==> src/rtl/ws2812_pkg.sv <==
// Shared types and defaults for the WS2812 frame buffer: channel structs,
// read-FSM encoding and the RGB->GRB reorder used on the fetch path.
package ws2812_pkg;

  localparam int DEF_W_ADDR   = 6;
  localparam int DEF_NUM_LEDS = 64;

  typedef struct packed {
    logic [7:0] r;
    logic [7:0] g;
    logic [7:0] b;
  } rgb_t;

  typedef struct packed {
    logic [7:0] g;
    logic [7:0] r;
    logic [7:0] b;
  } grb_t;

  typedef enum logic [1:0] {
    RD_IDLE  = 2'd0,
    RD_FETCH = 2'd1,
    RD_SCALE = 2'd2,
    RD_DONE  = 2'd3
  } rd_state_t;

  function automatic grb_t rgb2grb(input rgb_t c);
    grb_t o;
    o.g = c.g;
    o.r = c.r;
    o.b = c.b;
    return o;
  endfunction

endpackage

==> src/rtl/ws2812_scale8.sv <==
// Registered brightness stage: each channel becomes (c*(brightness+1))>>8,
// reordered to GRB and held until the next load.
module ws2812_scale8
  import ws2812_pkg::*;
(
  input  logic       clk,
  input  logic       rst,
  input  logic       load,
  input  rgb_t       pixel,
  input  logic [7:0] brightness,
  output grb_t       scaled
);

  rgb_t scaled_rgb;

  // brightness+1 makes 255 an exact identity and 0 a hard black.
  function automatic logic [7:0] scale_ch(input logic [7:0] c, input logic [7:0] b);
    logic [15:0] p;
    p = {8'd0, c} * ({8'd0, b} + 16'd1);
    return p[15:8];
  endfunction

  always_comb begin
    scaled_rgb   = '0;
    scaled_rgb.r = scale_ch(pixel.r, brightness);
    scaled_rgb.g = scale_ch(pixel.g, brightness);
    scaled_rgb.b = scale_ch(pixel.b, brightness);
  end

  always_ff @(posedge clk) begin
    if (rst) begin
      scaled <= '0;
    end else if (load) begin
      scaled <= rgb2grb(scaled_rgb);
    end
  end

endmodule

==> src/rtl/ws2812_frame_buf.sv <==
// Double-buffered WS2812 colour store: host writes the back bank, swaps only
// between frames, and the driver fetches scaled GRB pixels from the front bank.
module ws2812_frame_buf
  import ws2812_pkg::*;
#(
  parameter int W_ADDR   = DEF_W_ADDR,
  parameter int NUM_LEDS = DEF_NUM_LEDS
) (
  input  logic              clk,
  input  logic              rst,
  input  logic              wr_en,
  input  logic [W_ADDR-1:0] wr_addr,
  input  logic [23:0]       wr_rgb,
  input  logic              swap_req,
  output logic              swap_done,
  input  logic [7:0]        brightness,
  input  logic              rd_start,
  input  logic [W_ADDR-1:0] rd_addr,
  output logic [23:0]       rd_data,
  output logic              rd_done,
  output logic [1:0]        dbg_state,
  output logic              dbg_bank_sel,
  output logic              dbg_swap_pending,
  output logic              dbg_frame_end
);

  localparam int DEPTH = 2 ** W_ADDR;
  localparam logic [W_ADDR:0] LED_LIMIT = (W_ADDR + 1)'(NUM_LEDS);
  localparam logic [W_ADDR:0] LED_LAST  = (W_ADDR + 1)'(NUM_LEDS - 1);

  rd_state_t         state, state_nxt;
  logic              rd_start_q, rd_edge;
  logic [W_ADDR-1:0] addr_q;
  logic              bank_sel, swap_pending, frame_end;
  logic              capture, scale_load, swap_go;
  logic              addr_in_range, wr_in_range;
  logic [23:0]       mem [2*DEPTH];
  rgb_t              ram_q, pixel;
  grb_t              scaled;

  assign rd_edge       = rd_start & ~rd_start_q;
  assign addr_in_range = {1'b0, addr_q} < LED_LIMIT;
  assign wr_in_range   = {1'b0, wr_addr} < LED_LIMIT;

  always_ff @(posedge clk) begin
    rd_start_q <= rd_start;
  end

  // Host writes go to the bank that is "back" before any swap this cycle.
  always_ff @(posedge clk) begin
    if (wr_en && wr_in_range) begin
      mem[{~bank_sel, wr_addr}] <= wr_rgb;
    end
    if (state == RD_FETCH) begin
      ram_q <= mem[{bank_sel, addr_q}];
    end
  end

  // Fetch handshake: the driver raises rd_start with rd_addr valid and holds
  // both; rd_done stays high in DONE until rd_start drops, and dropping
  // rd_start before DONE abandons the fetch without touching rd_data.
  always_comb begin
    state_nxt  = state;
    capture    = 1'b0;
    scale_load = 1'b0;
    swap_go    = 1'b0;
    case (state)
      RD_IDLE: begin
        if (rd_edge) begin
          capture   = 1'b1;
          state_nxt = RD_FETCH;
        end
        swap_go = swap_pending && frame_end && !rd_edge;
      end
      RD_FETCH: state_nxt = rd_start ? RD_SCALE : RD_IDLE;
      RD_SCALE: begin
        scale_load = rd_start;
        state_nxt  = rd_start ? RD_DONE : RD_IDLE;
      end
      RD_DONE:  if (!rd_start) state_nxt = RD_IDLE;
      default:  state_nxt = RD_IDLE;
    endcase
  end

  always_ff @(posedge clk) begin
    if (rst) begin
      state        <= RD_IDLE;
      addr_q       <= '0;
      bank_sel     <= 1'b0;
      swap_pending <= 1'b0;
      frame_end    <= 1'b1;
      swap_done    <= 1'b0;
    end else begin
      state     <= state_nxt;
      swap_done <= swap_go;
      if (capture) begin
        addr_q <= rd_addr;
      end
      // A request coinciding with the swap itself is absorbed.
      if (swap_go) begin
        bank_sel     <= ~bank_sel;
        swap_pending <= 1'b0;
      end else if (swap_req) begin
        swap_pending <= 1'b1;
      end
      if (capture && rd_addr == '0) begin
        frame_end <= 1'b0;
      end else if (scale_load && {1'b0, addr_q} == LED_LAST) begin
        frame_end <= 1'b1;
      end
    end
  end

  assign pixel = addr_in_range ? ram_q : '0;

  ws2812_scale8 u_scale (
    .clk        (clk),
    .rst        (rst),
    .load       (scale_load),
    .pixel      (pixel),
    .brightness (brightness),
    .scaled     (scaled)
  );

  assign rd_data          = scaled;
  assign rd_done          = (state == RD_DONE);
  assign dbg_state        = state;
  assign dbg_bank_sel     = bank_sel;
  assign dbg_swap_pending = swap_pending;
  assign dbg_frame_end    = frame_end;

endmodule

==> config.mk <==
export PLATFORM = sky130hd
export DESIGN_NAME = ws2812_frame_buf
export DESIGN_NICKNAME = d
export VERILOG_FILES = /design/src/rtl/ws2812_pkg.sv /design/src/rtl/ws2812_scale8.sv /design/src/rtl/ws2812_frame_buf.sv
export SDC_FILE = /design/constraint.sdc
export NUM_CORES = 2
export LEC_CHECK = 0
export BUFFER_PORTS_ARGS = -buffer_cell sky130_fd_sc_hd__buf_2
export CAP_MARGIN = 40
export CORE_MARGIN = 2
export CORE_UTILIZATION = 60
export DETAILED_ROUTE_END_ITERATION = 10
export PLACE_DENSITY = 0.76
export RECOVER_POWER = 50
export SETUP_SLACK_MARGIN = 0.3
export SKIP_CTS_REPAIR_TIMING = 1
export SLEW_MARGIN = 25
export SYNTH_ARGS = -nofsm -noshare
export SYNTH_HDL_FRONTEND = slang
export SYNTH_SLANG_ARGS = --single-unit
==> constraint.sdc <==
create_clock -name clk -period 7.1 [get_ports clk]
set_clock_uncertainty 0.1 [all_clocks]
set_input_delay 0.71 -clock clk [delete_from_list [all_inputs] [get_ports clk]]
set_output_delay 0.71 -clock clk [all_outputs]
set_load 0.005 [all_outputs]
==> run_results.csv <==
group,metric,value,unit
outcome,status,"finished, violations left",
outcome,violations,"max-capacitance violations, max-slew violations",
place,dp_hpwl,194800,microns
timing,report.final.hold_viol_count,0,
clock_network,clock_sinks,3133,
detailed_routing,vias,66640,
global_route,gr-usage-all-layers,31.42,%
pwr,vdd_drop_max,0.0002764,V
floorplan,initial_utilization,60.42,%
detailed_routing,postRouteAntennaNets,0,
clock_network,numCtsBuffers,316,
synth,synthTopCellsByCount,"edfxtp_1 (3,096), mux4_2 (590), mux2i_1 (512)",
timing,max_slew_margin,-201.0,%
timing,finalHoldWorstSlack,0.1672,ns
clock_network,clk_pin_slew_worst_paths,0.06,ns
global_route,number_of_global_route_vias_before_repair,66390,
floorplan,ios,80,
detailed_routing,drt-initial-drc-count,10090,
synth,ys_types,74,
timing,worst_slew_pin_tran,4.516,ns
cells_and_area,postLayoutCellArea,141000,sq um
clock_network,clk_latency,0.99,ns
synth,ys_ff_latch,3133,
cells_and_area,instances_no_fill,9734,
critical_path,path_common_cell,"clkbuf_1",
pwr,power_leakage,44.54,nW
cells_and_area,final_layout_size_suffix_gt1_share,21.44,%
place,placed_area,131700,sq um
pwr,power_per_unit_of_standard_cell_area,278.5,nW/um^2
critical_path,crit_path_start_kind,"primary input",
critical_path,crit_path_cell_trace,"clkbuf_1 -> clkbuf_1 -> clkbuf_1",
clock_network,max-clock-path-buffers,4,
floorplan,core-area,210000,sq um
critical_path,timing.critical_path.arrival,6.09,ns
clock_network,ctsHtreeMaxLevel,5,
detailed_routing,drt-pass1-iter-count,6,
synth,post_synth_edffs,3096,
critical_path,end_kind,"flip-flop",
timing,rsz_0062_raised_after_global_routing,"false",
critical_path,worst_path_required,7.20,ns
synth,synth_top_area_cell,"edfxtp_1",
synth,syn_area,126900,sq um
floorplan,die_height,463.9,microns
synth,ys.warnings.count,0,
timing,report.final.slew_viol_count,2940,
job,cap_viol_max_count,52,
detailed_routing,vias_per_cell,6.846,
global_route,grt_antenna_before_repair,19,
timing,final.min_clock_period,5.997,ns
cells_and_area,final_nets,6963,
floorplan,floorplan.die.width,463.9,microns
synth,seq_area_frac_synth,73.85,%
critical_path,worstPathMaxFanout,64,
timing,setup_viol_count_final,0,
global_route,grt_overflow,0,
cells_and_area,area_growth_syn_to_layout,11.14,%
floorplan,floorplan.die_area,215200,sq um
place,port_buffers,79,
timing,period_share,84.46,%
synth,synth_async_sr_flop_share,0,%
detailed_routing,detail_route.wirelength,338800,microns
synth,synthCells,6309,
timing,upper_clock_frequency_limit,166.8,MHz
floorplan,row_count,168,
synth,synth.net_count,6575,
critical_path,critical_path.max_stage_delay,2.48,ns
place,routability_congestion_estimate_from_global_placement,0.8710,
clock_network,tritoncts_clock_tree,"done",
synth,post-synth-top-count-cell,"edfxtp_1",
critical_path,critical_path.slowest_cell,"clkbuf_1",
critical_path,critPathKind,"primary input to flip-flop",
clock_network,library_cell_used_as_clock_root_buffer,"clkbuf_16",
synth,yosys-top-cells-area,"edfxtp_1 (73%), mux4_2 (10%), mux2i_1 (4.0%), fa_1 (1.9%), ha_1 (0.96%)",
synth,post-synth-top-area-fraction,73.27,%
hold_path,worst_min_path_class,"primary input to flip-flop",
synth,dominantRegCellSynth,"edfxtp_1",
cells_and_area,final_core_utilization,67.15,%
timing,totalNegativeSetupSlack,0,ns
place,place.detailed.instances,9153,
detailed_routing,detail_route.drc_violations,0,
global_route,grt_first_pass_wirelength,479600,microns
detailed_routing,routedWlPerCell,34.81,microns
cells_and_area,num-fill-cells,12850,
global_route,largest_net_degree_at_the_start_of_global_routing,109,
synth,post_synth.cell_area_avg,20.11,sq um
## per-layer routing
layer	wire length [microns]	global-route usage [%]	share of wire (%)	vias to the layer above
met5	55	0	0.016	-
met4	18740	15.29	5.5	8
met3	43900	8.206	13	849
met2	159100	48.29	47	4814
met1	117000	42.37	35	34460
li1	-	-	-	26510
## worst max-delay path: cells and delay by family
kind / cells / cell delay (ns)
buffers and inverters: 3 / 5.32
## area by class of cell
class | count | area [sq um] | area share [%]
repair buffers | 405 | 2937 | 2.082
flip-flops and latches | 3133 | 93730 | 66.47
diodes | 12 | 30.03 | 0.02129
inverters | 152 | 575.6 | 0.4081
multi-input cells | 2689 | 30820 | 21.86
clock buffers | 391 | 8295 | 5.883
clock inverters | 147 | 1114 | 0.7897
well taps | 2805 | 3510 | 2.489
## where the power goes
group | internal, mW | switching [mW] | leakage, nW | total (mW)
Clock | 8.83 | 6.74 | 4.60 | 15.6
Sequential | 20.4 | 0.0615 | 28.1 | 20.5
Combinational | 1.15 | 2.07 | 11.8 | 3.22
Total | 30.4 | 8.87 | 44.5 | 39.3
## layout by cell type (no fill, tap or decap), types with 17 or more instances in the layout
master,instances
a21oi_1,126
o21ai_0,81
ha_1,97
xnor2_1,24
nand2_1,149
mux2_2,22
buf_2,55
clkinv_2,44
and2_1,154
dfxtp_1,30
clkbuf_1,152
buf_4,227
buf_12,18
nor2b_1,39
nor3_1,17
fa_1,120
mux2i_1,512
clkbuf_16,321
a211oi_1,75
nand2b_1,19
a221oi_1,30
edfxtp_1,3096
nor2_2,123
nand3_1,39
o221ai_1,62
o22ai_1,114
a22oi_1,28
nor2_1,64
inv_1,150
mux4_2,590
clkinv_1,68
## metrics by stage
stage / worst slack, ns / power, mW
finish: 1.103 / 39.28
global route: 0.9559 / 40.32
CTS: 1.548 / 39.29
detailed placement: 0.5572 / 24.00
global placement: 0.8437 / 23.90
floorplan: 1.498 / 22.78
## sequential cells by signal, indices dropped and copies added (netlist names)
name / cells
addr_q: 6
dbg_bank_sel: 1
dbg_frame_end: 1
dbg_state: 2
dbg_swap_pending: 1
mem: 3072
pixel: 24
rd_start_q: 1
swap_done: 1
u_scale.scaled: 24
## worst paths after layout
check	from	endpoint	slack, ns	depth (start not counted)
max	wr_rgb[5]	mem[85][5]	1.10	3
min	rst	swap_done	0.17	2
max reg2reg	addr_q[1]	pixel[18]	2.06	8
min reg2reg	u_scale.scaled[16]	u_scale.scaled[16]	0.35	2
## logic make-up after synthesis
| family | count (synthesis) | synth area share [%] |
|---|---|---|
| compound gates | 647 | 3.496 |
| fa+ha+maj | 217 | 2.850 |
| simple gates | 658 | 2.557 |
| mux | 1130 | 14.83 |
| buf+inv | 487 | 2.158 |
| xor+xnor | 37 | 0.2554 |
| flops | 3133 | 73.85 |
No activity file was read; power rests on OpenSTA's default activity.
